**config.mk**
```make
export PLATFORM = sky130hd
export DESIGN_NAME = pwm_flat
export DESIGN_NICKNAME = d
export VERILOG_FILES = /design/src/rtl/pwm_pkg.sv /design/src/rtl/pwm_if.sv /design/src/rtl/pwm_counter.sv /design/src/rtl/pwm.sv /design/src/flat_wrapper.sv
export SDC_FILE = /design/constraint.sdc
export NUM_CORES = 1
export LEC_CHECK = 0
export BUFFER_PORTS_ARGS = -buffer_cell sky130_fd_sc_hd__clkbuf_2
export CORE_AREA = 4 4 88 122
export DETAILED_ROUTE_END_ITERATION = 12
export DIE_AREA = 0 0 92 126
export GPL_ROUTABILITY_DRIVEN = 1
export PLACE_DENSITY = 0.69
export SLEW_MARGIN = 20
export SYNTH_ARGS = -nofsm -noshare
export SYNTH_HDL_FRONTEND = slang
export SYNTH_SLANG_ARGS = --single-unit
```
**constraint.sdc**
```tcl
create_clock -name clk -period 6.1 [get_ports clk]
set_clock_uncertainty 0.05 [all_clocks]
set_input_delay 0.305 -clock clk [delete_from_list [all_inputs] [get_ports clk]]
set_output_delay 0.305 -clock clk [all_outputs]
set_load 0.005 [all_outputs]
```
**src/rtl/pwm_pkg.sv**
```systemverilog
// rtl/pwm_pkg.sv - shared constants, types and helpers for the PWM block
//
// Purpose : register offsets, counter width, reset value, register
//           select type and byte-strobe merge helper.
// Ports   : none (package).
package pwm_pkg;

   localparam int          CNT_W   = 16;
   localparam logic [31:0] CFG_OFF = 32'h0;
   localparam logic [31:0] CNT_OFF = 32'h4;
   localparam logic [31:0] CFG_RST = 32'h0;

   typedef enum logic {
      REG_CFG = 1'b0,
      REG_CNT = 1'b1
   } reg_sel_e;

   typedef enum logic {
      BUS_IDLE = 1'b0,
      BUS_ACK  = 1'b1
   } bus_state_e;

   // Only address bit 2 distinguishes the two registers.
   function automatic reg_sel_e decode(input logic addr_b2);
      return (addr_b2 == CNT_OFF[2]) ? REG_CNT : REG_CFG;
   endfunction

   function automatic logic [31:0] apply_wstrb(input logic [31:0] old_v,
                                                input logic [31:0] new_v,
                                                input logic [3:0]  strb);
      logic [31:0] r;
      r = old_v;
      for (int b = 0; b < 4; b++) begin
         if (strb[b]) r[8*b +: 8] = new_v[8*b +: 8];
      end
      return r;
   endfunction

endpackage

```
**src/rtl/pwm_if.sv**
```systemverilog
// rtl/pwm_if.sv - native valid/ready memory bus between master and PWM block
//
// Purpose : groups the bus request/response signals.
// Signals : mem_valid/mem_addr/mem_wdata/mem_wstrb (master -> slave),
//           mem_ready/mem_rdata (slave -> master).
interface pwm_if;
   logic        mem_valid;
   logic        mem_ready;
   logic [31:0] mem_addr;
   logic [31:0] mem_wdata;
   logic [3:0]  mem_wstrb;
   logic [31:0] mem_rdata;

   modport master (
      output mem_valid, mem_addr, mem_wdata, mem_wstrb,
      input  mem_ready, mem_rdata
   );

   modport slave (
      input  mem_valid, mem_addr, mem_wdata, mem_wstrb,
      output mem_ready, mem_rdata
   );
endinterface

```
**src/rtl/pwm_counter.sv**
```systemverilog
// rtl/pwm_counter.sv - active duty/period registers, period counter and compare
//
// Purpose : loads the active settings from the shadow at each period
//           boundary (or every cycle while the active period is 0), runs
//           the free-running counter and registers the PWM compare.
// Ports   : clk, rst_n           clock, synchronous active-low reset
//           shadow_duty_i       shadow duty value
//           shadow_period_i     shadow period value
//           cnt_o               live counter
//           pwm_o               registered PWM output
module pwm_counter
   import pwm_pkg::*;
(
   input  logic             clk,
   input  logic             rst_n,
   input  logic [CNT_W-1:0] shadow_duty_i,
   input  logic [CNT_W-1:0] shadow_period_i,
   output logic [CNT_W-1:0] cnt_o,
   output logic             pwm_o
);

   localparam logic [CNT_W-1:0] ONE = CNT_W'(1);

   logic [CNT_W-1:0] cnt_q, cnt_d;
   logic [CNT_W-1:0] duty_q, duty_d;
   logic [CNT_W-1:0] period_q, period_d;
   logic             pwm_q, pwm_d;
   logic             idle;
   logic             wrap;

   always_comb begin
      cnt_d    = cnt_q;
      duty_d   = duty_q;
      period_d = period_q;
      idle     = (period_q == '0);
      wrap     = !idle && (cnt_q == period_q - ONE);

      if (idle || wrap) cnt_d = '0;
      else              cnt_d = cnt_q + ONE;

      // Loading only at the boundary keeps every period glitch-free.
      if (idle || wrap) begin
         duty_d   = shadow_duty_i;
         period_d = shadow_period_i;
      end

      pwm_d = !idle && (cnt_q < duty_q);
   end

   always_ff @(posedge clk) begin
      if (!rst_n) begin
         cnt_q    <= '0;
         duty_q   <= '0;
         period_q <= '0;
         pwm_q    <= 1'b0;
      end else begin
         cnt_q    <= cnt_d;
         duty_q   <= duty_d;
         period_q <= period_d;
         pwm_q    <= pwm_d;
      end
   end

   assign cnt_o = cnt_q;
   assign pwm_o = pwm_q;

endmodule

```
**src/rtl/pwm.sv**
```systemverilog
// rtl/pwm.sv - memory-mapped PWM generator, top level
//
// Purpose : bus slave with CFG shadow register ({duty, period}) at offset 0
//           and read-only live counter at offset 4; drives one PWM pin.
// Ports   : clk, rst_n   clock, synchronous active-low reset
//           bus          pwm_if.slave valid/ready memory bus
//           pwm_out      registered PWM output
// Macro   : PWM_READBACK_EN - when defined, reads return CFG/CNT; when
//           undefined, read data is always zero.
module pwm
   import pwm_pkg::*;
(
   input  logic  clk,
   input  logic  rst_n,
   pwm_if.slave  bus,
   output logic  pwm_out
);

`ifdef PWM_READBACK_EN
   localparam bit RB_EN = 1'b1;
`else
   localparam bit RB_EN = 1'b0;
`endif

   bus_state_e       state_q, state_d;
   logic [31:0]      shadow_q, shadow_d;
   logic [31:0]      rdata_q, rdata_d;
   logic [31:0]      rd_val;
   logic             accept;
   reg_sel_e         sel;
   logic [CNT_W-1:0] cnt;

   logic             unused_addr;
   assign unused_addr = ^{bus.mem_addr[31:3], bus.mem_addr[1:0]};

   assign sel    = decode(bus.mem_addr[2]);
   assign rd_val = (sel == REG_CFG) ? shadow_q : {{(32-CNT_W){1'b0}}, cnt};

   always_comb begin
      state_d  = state_q;
      shadow_d = shadow_q;
      rdata_d  = '0;
      accept   = 1'b0;

      // The ACK state lasts one cycle and ignores mem_valid, so mem_ready
      // can never be high on two consecutive cycles.
      case (state_q)
         BUS_IDLE: begin
            if (bus.mem_valid) begin
               accept  = 1'b1;
               state_d = BUS_ACK;
            end
         end
         BUS_ACK:  state_d = BUS_IDLE;
         default:  state_d = BUS_IDLE;
      endcase

      if (accept) begin
         if (|bus.mem_wstrb) begin
            if (sel == REG_CFG)
               shadow_d = apply_wstrb(shadow_q, bus.mem_wdata, bus.mem_wstrb);
         end else begin
            rdata_d = RB_EN ? rd_val : '0;
         end
      end
   end

   always_ff @(posedge clk) begin
      if (!rst_n) begin
         state_q  <= BUS_IDLE;
         shadow_q <= CFG_RST;
         rdata_q  <= '0;
      end else begin
         state_q  <= state_d;
         shadow_q <= shadow_d;
         rdata_q  <= rdata_d;
      end
   end

   assign bus.mem_ready = (state_q == BUS_ACK);
   assign bus.mem_rdata = rdata_q;

   pwm_counter u_counter (
      .clk             (clk),
      .rst_n           (rst_n),
      .shadow_duty_i   (shadow_q[31:16]),
      .shadow_period_i (shadow_q[15:0]),
      .cnt_o           (cnt),
      .pwm_o           (pwm_out)
   );

endmodule

```
**src/flat_wrapper.sv**
```systemverilog
// flat-port wrapper written by rule: the top's interface ports become plain ports
module pwm_flat import pwm_pkg::*;
  (clk, rst_n, pwm_out, bus_mem_valid, bus_mem_addr, bus_mem_wdata, bus_mem_wstrb, bus_mem_ready, bus_mem_rdata);
  pwm_if bus_i ();
  input  logic clk;
  input  logic rst_n;
  output logic pwm_out;
  input wire logic [$bits(bus_i.mem_valid)-1:0] bus_mem_valid;
  input wire logic [$bits(bus_i.mem_addr)-1:0] bus_mem_addr;
  input wire logic [$bits(bus_i.mem_wdata)-1:0] bus_mem_wdata;
  input wire logic [$bits(bus_i.mem_wstrb)-1:0] bus_mem_wstrb;
  output wire logic [$bits(bus_i.mem_ready)-1:0] bus_mem_ready;
  output wire logic [$bits(bus_i.mem_rdata)-1:0] bus_mem_rdata;
  assign bus_i.mem_valid = bus_mem_valid;
  assign bus_i.mem_addr = bus_mem_addr;
  assign bus_i.mem_wdata = bus_mem_wdata;
  assign bus_i.mem_wstrb = bus_mem_wstrb;
  assign bus_mem_ready = bus_i.mem_ready;
  assign bus_mem_rdata = bus_i.mem_rdata;
  pwm u_core (.clk(clk), .rst_n(rst_n), .bus(bus_i), .pwm_out(pwm_out));
endmodule
```
==> impl_metrics.json, run 1 <==
{
  "cts_tree": "built",
  "clock.fmax_mhz": 308,
  "setup_violations": 0,
  "synth.area.mux_share_pct": 6.47,
  "synth_top_family_by_area": "simple AND/OR/NAND/NOR gates",
  "final_util_pct": 50.1,
  "synth_compound_area_share_pct": 12.1,
  "rows": 42,
  "met2_length_mm": 4.41,
  "die_area_um2": 11600,
  "insertion_delay_ns": 0.33,
  "hold_buffers": 0,
  "start_util_pct": 45.3,
  "place_area_um2": 4480,
  "cap_viol_max_count": 0,
  "grtUsageTotal_pct": 14.9,
  "regArea_um2": 1640,
  "grt_pass1_wl_mm": 14.0,
  "drt-total-wl_mm": 8.17,
  "worst_slew_pin_slew_ns": 0.958,
  "ys_seq_elements": 82,
  "drt_pass1_iterations": 4,
  "postCtsResizedCells": 0,
  "instances_no_fill": 681,
  "syn_area_um2": 4330,
  "syn2layout_area_growth_pct": 10.5,
  "synth.avg_cell_area_um2": 8.46,
  "synthXorXnorAreaFrac_pct": 6.79,
  "min_path_cells": 3,
  "dp_hpwl_mm": 6.07,
  "drive_gt1_share_pct": 11.1,
  "diodes": 0,
  "die_h_um": 126,
  "critPathTopFamily": "simple AND/OR/NAND/NOR gates",
  "power.density_nw_per_um2": 266,
  "cp.buffers_inverters": 1,
  "synth_area_leader_cell": "dfxtp_1",
  "vias": 3342,
  "status": "complete, no violations",
  "yosys.area_share.adder_pct": 4.91,
  "htree_levels": 3,
  "antenna_found_initial": 0,
  "final_common_cell": "nand2_1",
  "cts.clk_slew.worst_paths_ns": 0.06,
  "r2r_cells": 8,
  "io_pins": 105,
  "whs_ns": 0.150,
  "finalCritPeriodShare_pct": 53.2,
  "gp_congestion": 0.814,
  "yosys_warnings": 0,
  "cts_sinks": 82,
  "ys_seq_area_share_pct": 37.9,
  "place_inst": 664,
  "nets": 632,
  "grt-ovfl-total": 0,
  "ant_nets": 0,
  "worstPathCellList": "inv_1 -> ha_1 -> nor3b_1 -> nand3_1 -> o41a_1 -> a2111oi_2 -> nand3b_1 -> nor2_1",
  "rsz0062_at_grt": "false",
  "reg2reg_from": "u_core.u_counter.period_q[0]$_SDFFE_PN0P_",
  "drc_errors": 0,
  "async_reset_ff_share_pct": 0,
  "crit_path_max_incr_delay_ns": 0.59,
  "cts_buffers": 9,
  "clockBufferDepth": 2,
  "min_path_type": "primary input to register",
  "worstPathRequired_ns": 6.25,
  "criticalPathCategory": "register to register",
  "synth.top_cell.area_share_pct": 37.9,
  "grt_pass1_vias": 3273,
  "wl_met1_mm": 3.28,
  "grt_start_max_net_pins": 58,
  "setup_tns_ns": 0,
  "viasPerCell": 4.91,
  "multiInputGateArea_um2": 2380,
  "hold_viol": 0,
  "layout_common_cells": "nand2_1 (137), dfxtp_1 (82), clkbuf_2 (41)",
  "port-buffer-count": 41,
  "min_to": "u_core.shadow_q[13]$_SDFFE_PN0P_",
  "drtIter0Drc": 82,
  "crit_path_top_delay_cell": "nor3b_1",
  "post_synth_num_cell_types": 49,
  "syn_inst": 512,
  "wl_per_cell_um": 12.0,
  "top_layer": "met4",
  "critPathLaunchType": "register",
  "cts_root_buf": "clkbuf_16",
  "r2r-end": "u_core.u_counter.cnt_o[8]$_SDFF_PP0_",
  "post_cts.repair.setup_buffers": 0,
  "wl_met3_um": 220,
  "finalCriticalPeriod_ns": 3.25,
  "min_from": "bus_mem_wdata[13]",
  "synth_top_cells_by_area": "dfxtp_1 (38%), nand2_1 (12%), mux2i_1 (6.5%)",
  "power.leakage_nw": 1.87,
  "slew_headroom_pct": 35.6,
  "synth_flop_cell": "dfxtp_1",
  "arrival_ns": 3.40,
  "cp-end-kind": "register",
  "ir_worst_vdd_v": 0.000195,
  "nFillCells": 961,
  "slew_viol_final": 0,
  "r2r_slack_ns": 2.85,
  "fp.dieW_um": 92,
  "cp_max_fo": 15,
  "stdcell_area_um2": 4790,
  "synth-edff-count": 0,
  "coreArea_um2": 9560,
  "yosys.area_share.simple_pct": 21.7
}
==> Yosys cell counts, drive strengths merged (6+ instances only) <==
| cell type | count |
|---|---|
| xor2 | 15 |
| clkbuf | 17 |
| dfxtp | 82 |
| nand2 | 137 |
| buf | 37 |
| nor2 | 22 |
| ha | 17 |
| xnor2 | 16 |
| inv | 20 |
| nand4 | 9 |
| a21o | 9 |
| and2 | 6 |
| mux2i | 28 |
| a21boi | 32 |
==> tightest hold or removal path, cell delays in order <==
cell and delay [ns]:
clkbuf_2 0.08, nand2_1 0.04, a21boi_0 0.06
==> power breakdown <==
group / internal (mW) / switching (mW)
sequential: 0.551 / 0.0123
clock: 0.316 / 0.203
combinational: 0.0903 / 0.102
==> cell families after synthesis <==
family                   count (synthesis)
multiplexers                            28
other                                    1
flip-flops                              82
AO/OA/AOI/OAI                           67
AND/OR/NAND/NOR                        211
XOR/XNOR                                32
buffers and inverters                   74
adder cells (fa/ha/maj)                 17
==> registers in the layout (all words and copies together) (netlist names) <==
| register | count |
|---|---|
| u_core.shadow_q | 32 |
| u_core.u_counter.pwm_o | 1 |
| u_core.u_counter.cnt_o | 16 |
| u_core.bus.mem_ready | 1 |
| u_core.u_counter.period_q | 16 |
| u_core.u_counter.duty_q | 16 |
==> worst max-delay path by stage <==
stage | end | from | cells past startpoint | slack (ns)
after global placement | u_core.u_counter.cnt_o[14]$_SDFF_PP0_ | u_core.u_counter.period_q[0]$_SDFFE_PN0P_ | 8 | 2.93
after global routing | u_core.u_counter.cnt_o[8]$_SDFF_PP0_ | u_core.u_counter.period_q[0]$_SDFFE_PN0P_ | 8 | 2.60
after floorplan | u_core.u_counter.cnt_o[10]$_SDFF_PP0_ | u_core.u_counter.period_q[0]$_SDFFE_PN0P_ | 8 | 3.49
final | u_core.u_counter.cnt_o[8]$_SDFF_PP0_ | u_core.u_counter.period_q[0]$_SDFFE_PN0P_ | 8 | 2.85
after CTS | u_core.u_counter.duty_q[14]$_SDFFE_PN0P_ | u_core.u_counter.period_q[0]$_SDFFE_PN0P_ | 9 | 2.77
after detailed placement | u_core.u_counter.period_q[6]$_SDFFE_PN0P_ | u_core.u_counter.period_q[0]$_SDFFE_PN0P_ | 9 | 2.79
==> stage by stage <==
stage | power, mW | worst slack, ns
global placement | 0.752 | 2.93
finish | 1.27 | 2.85
detailed placement | 0.758 | 2.79
CTS | 1.28 | 2.77
floorplan | 0.747 | 3.49
global route | 1.33 | 2.60
==> cell type report <==
| cell class | count | area share (%) |
|---|---|---|
| Clock inverter | 3 | 0.836 |
| Tap cell | 132 | 3.45 |
| Inverter | 20 | 1.57 |
| Timing Repair Buffer | 44 | 5.18 |
| Sequential cell | 82 | 34.3 |
| Multi-Input combinational cell | 387 | 49.7 |
| Clock buffer | 13 | 5.02 |
==> metal layers <==
metal	track usage [%]	up-vias
li1	-	1717
met1	15.1	1549
met2	27.5	60
met3	1.97	16
met4	10.7	0
met5	0	-
Power figures use the tool's default switching activity.
==> run 2: changes to the inputs <==
Settings changed: PLACE_DENSITY 0.69 to 0.71.
Clock period 6.1 ns to 2.7 ns, I/O delays scaled along.
==> impl_metrics.json, run 2 (same netlist as run 1, synthesis figures left out) <==
{
  "status": "finished, violations left",
  "violations": "negative setup slack",
  "setup_ws_ns": -0.121,
  "grt_start_max_net_pins": 42,
  "p_int_mw": 2.24,
  "switching_share_pct": 25.3,
  "viasPerCell": 4.88,
  "cap_viol_max_count": 0,
  "layout_common_cells": "nand2_1 (137), dfxtp_1 (80), clkbuf_2 (41)",
  "drt_pass1_iterations": 4,
  "grt-ovfl-total": 0,
  "drt-total-wl_mm": 9.17,
  "die_area_um2": 11600,
  "place_inst": 687,
  "final_common_cell": "nand2_1",
  "finalCriticalPeriod_ns": 2.82,
  "crit_path_max_incr_delay_ns": 0.53,
  "diodes": 0,
  "use_met3_pct": 4.00,
  "cts_tree": "built",
  "p_clk_share_pct": 39.8,
  "io_pins": 105,
  "cp_max_fo": 6,
  "pwr-share-comb_pct": 17.9,
  "wl_per_cell_um": 12.3,
  "instances_no_fill": 743,
  "grt_pass1_wl_mm": 15.3,
  "finalCritPeriodShare_pct": 104,
  "drc_errors": 0,
  "top_usage_layer": "met2",
  "cp.buffers_inverters": 1,
  "cts_sinks": 82,
  "start_util_pct": 45.3,
  "hold_viol": 0,
  "fp.dieW_um": 92,
  "port-buffer-count": 41,
  "coreArea_um2": 9560,
  "ant_nets": 0,
  "p_sw_mw": 0.760,
  "vias": 3629,
  "grtUsageMet2_pct": 30.2,
  "rows": 42,
  "rsz0062_at_grt": "true",
  "place_area_um2": 4660,
  "die_h_um": 126,
  "criticalPathCategory": "register to register",
  "clockBufferDepth": 2,
  "stdcell_area_um2": 5390,
  "sequentialPowerShare_pct": 42.3,
  "syn2layout_area_growth_pct": 24.5,
  "cts_root_buf": "clkbuf_16",
  "grt_pass1_vias": 3503,
  "cts.clk_slew.worst_paths_ns": 0.06,
  "critPathLaunchType": "register",
  "power.leakage_nw": 2.18,
  "cp-end-kind": "register",
  "antenna_found_initial": 0,
  "top_register": "u_core.shadow_q",
  "setup_violations": 40,
  "insertion_delay_ns": 0.34,
  "use_met1_pct": 17.1,
  "ir_worst_vdd_v": 0.000444,
  "power.density_nw_per_um2": 557,
  "cts_buffers": 9,
  "worstPathRequired_ns": 2.88,
  "nets": 694,
  "grtUsageTotal_pct": 16.3,
  "drtIter0Drc": 105,
  "dp_hpwl_mm": 6.20,
  "gp_congestion": 0.827,
  "crit_path_top_delay_cell": "or4_4",
  "worstPathCellList": "or4_4 -> or3_4 -> a2111oi_4 -> nand4_1 -> a2111oi_2 -> buf_4 -> and2b_2 -> and3_4",
  "clock.fmax_mhz": 354,
  "min_path_type": "primary input to register",
  "largest_reg_flops": 32,
  "setup_tns_ns": -2.12,
  "slew_viol_final": 0,
  "drive_gt1_share_pct": 16.4,
  "critPathTopFamily": "simple AND/OR/NAND/NOR gates",
  "htree_levels": 3,
  "finalPower_mw": 3.00,
  "arrival_ns": 3.00
}
[run 2: path summary, 6_finish.rpt]
check	start	to	slack, ns	cells after the start
hold reg to reg	u_core.shadow_q[30]$_SDFFE_PN0P_	u_core.u_counter.duty_q[14]$_SDFFE_PN0P_	0.40	2
hold / removal	bus_mem_wdata[2]	u_core.shadow_q[2]$_SDFFE_PN0P_	0.004	3
setup reg to reg	u_core.u_counter.period_q[0]$_SDFFE_PN0P_	u_core.u_counter.cnt_o[1]$_SDFF_PP0_	-0.12	8
setup / recovery	u_core.u_counter.period_q[0]$_SDFFE_PN0P_	u_core.u_counter.cnt_o[1]$_SDFF_PP0_	-0.12	8
[run 2: what timing repair did]
| action | CTS | global route |
|---|---|---|
| cloned | 3 | 0 |
| resized for setup | 7 | 3 |
| setup endpoints to repair | 48 | 48 |
| hold buffers | 32 | 0 |
| pin swaps | 2 | 0 |
| setup buffers | 5 | 0 |
| hold endpoints to repair | 32 | 0 |
[run 2: worst register-to-register path: stages (launching register included)]
cell and delay, ns:
dfxtp_2 0.32, or4_4 0.53, or3_4 0.39, a2111oi_4 0.36, nand4_1 0.17, a2111oi_2 0.26, buf_4 0.21, and2b_2 0.27
and3_4 0.17
[run 2: power groups by stage]
stage	Combinational [mW]	Clock (mW)	Sequential [mW]
floorplan	0.397	0	1.29
global placement	0.431	0	1.29
detailed placement	0.443	0	1.30
CTS	0.528	1.22	1.27
global route	0.579	1.27	1.27
finish	0.536	1.20	1.27
[run 2: metrics by stage]
step | utilization (%) | hold slack [ns] | setup WS (ns)
final | 56.4 | 0.00450 | -0.121
after global routing | 56.4 | 0.0242 | -0.202
after CTS | 56.2 | 0.00300 | -0.0896
after detailed placement | 48.8 | 0.326 | -0.291
after global placement | 48.8 | 0.319 | -0.190
after floorplan | - | 0.230 | 0.0859
[run 2: cell type report]
| class | instances | area (um^2) |
|---|---|---|
| fillers | 852 | 4170 |
| multi-input cells | 390 | 2450 |
| flip-flops and latches | 82 | 1640 |
| repair buffers | 103 | 763 |
| clock buffers | 11 | 243 |
| well taps | 132 | 165 |
| inverters | 20 | 75.1 |
| clock inverters | 5 | 53.8 |
[run 2: per-layer routing]
layer / part of all wire (%) / wire, um / vias up
li1: - / - / 1842
met1: 40 / 3630 / 1683
met2: 54 / 4930 / 82
met3: 4.1 / 378 / 22
met4: 2.5 / 231 / 0
met5: 0 / 0 / -
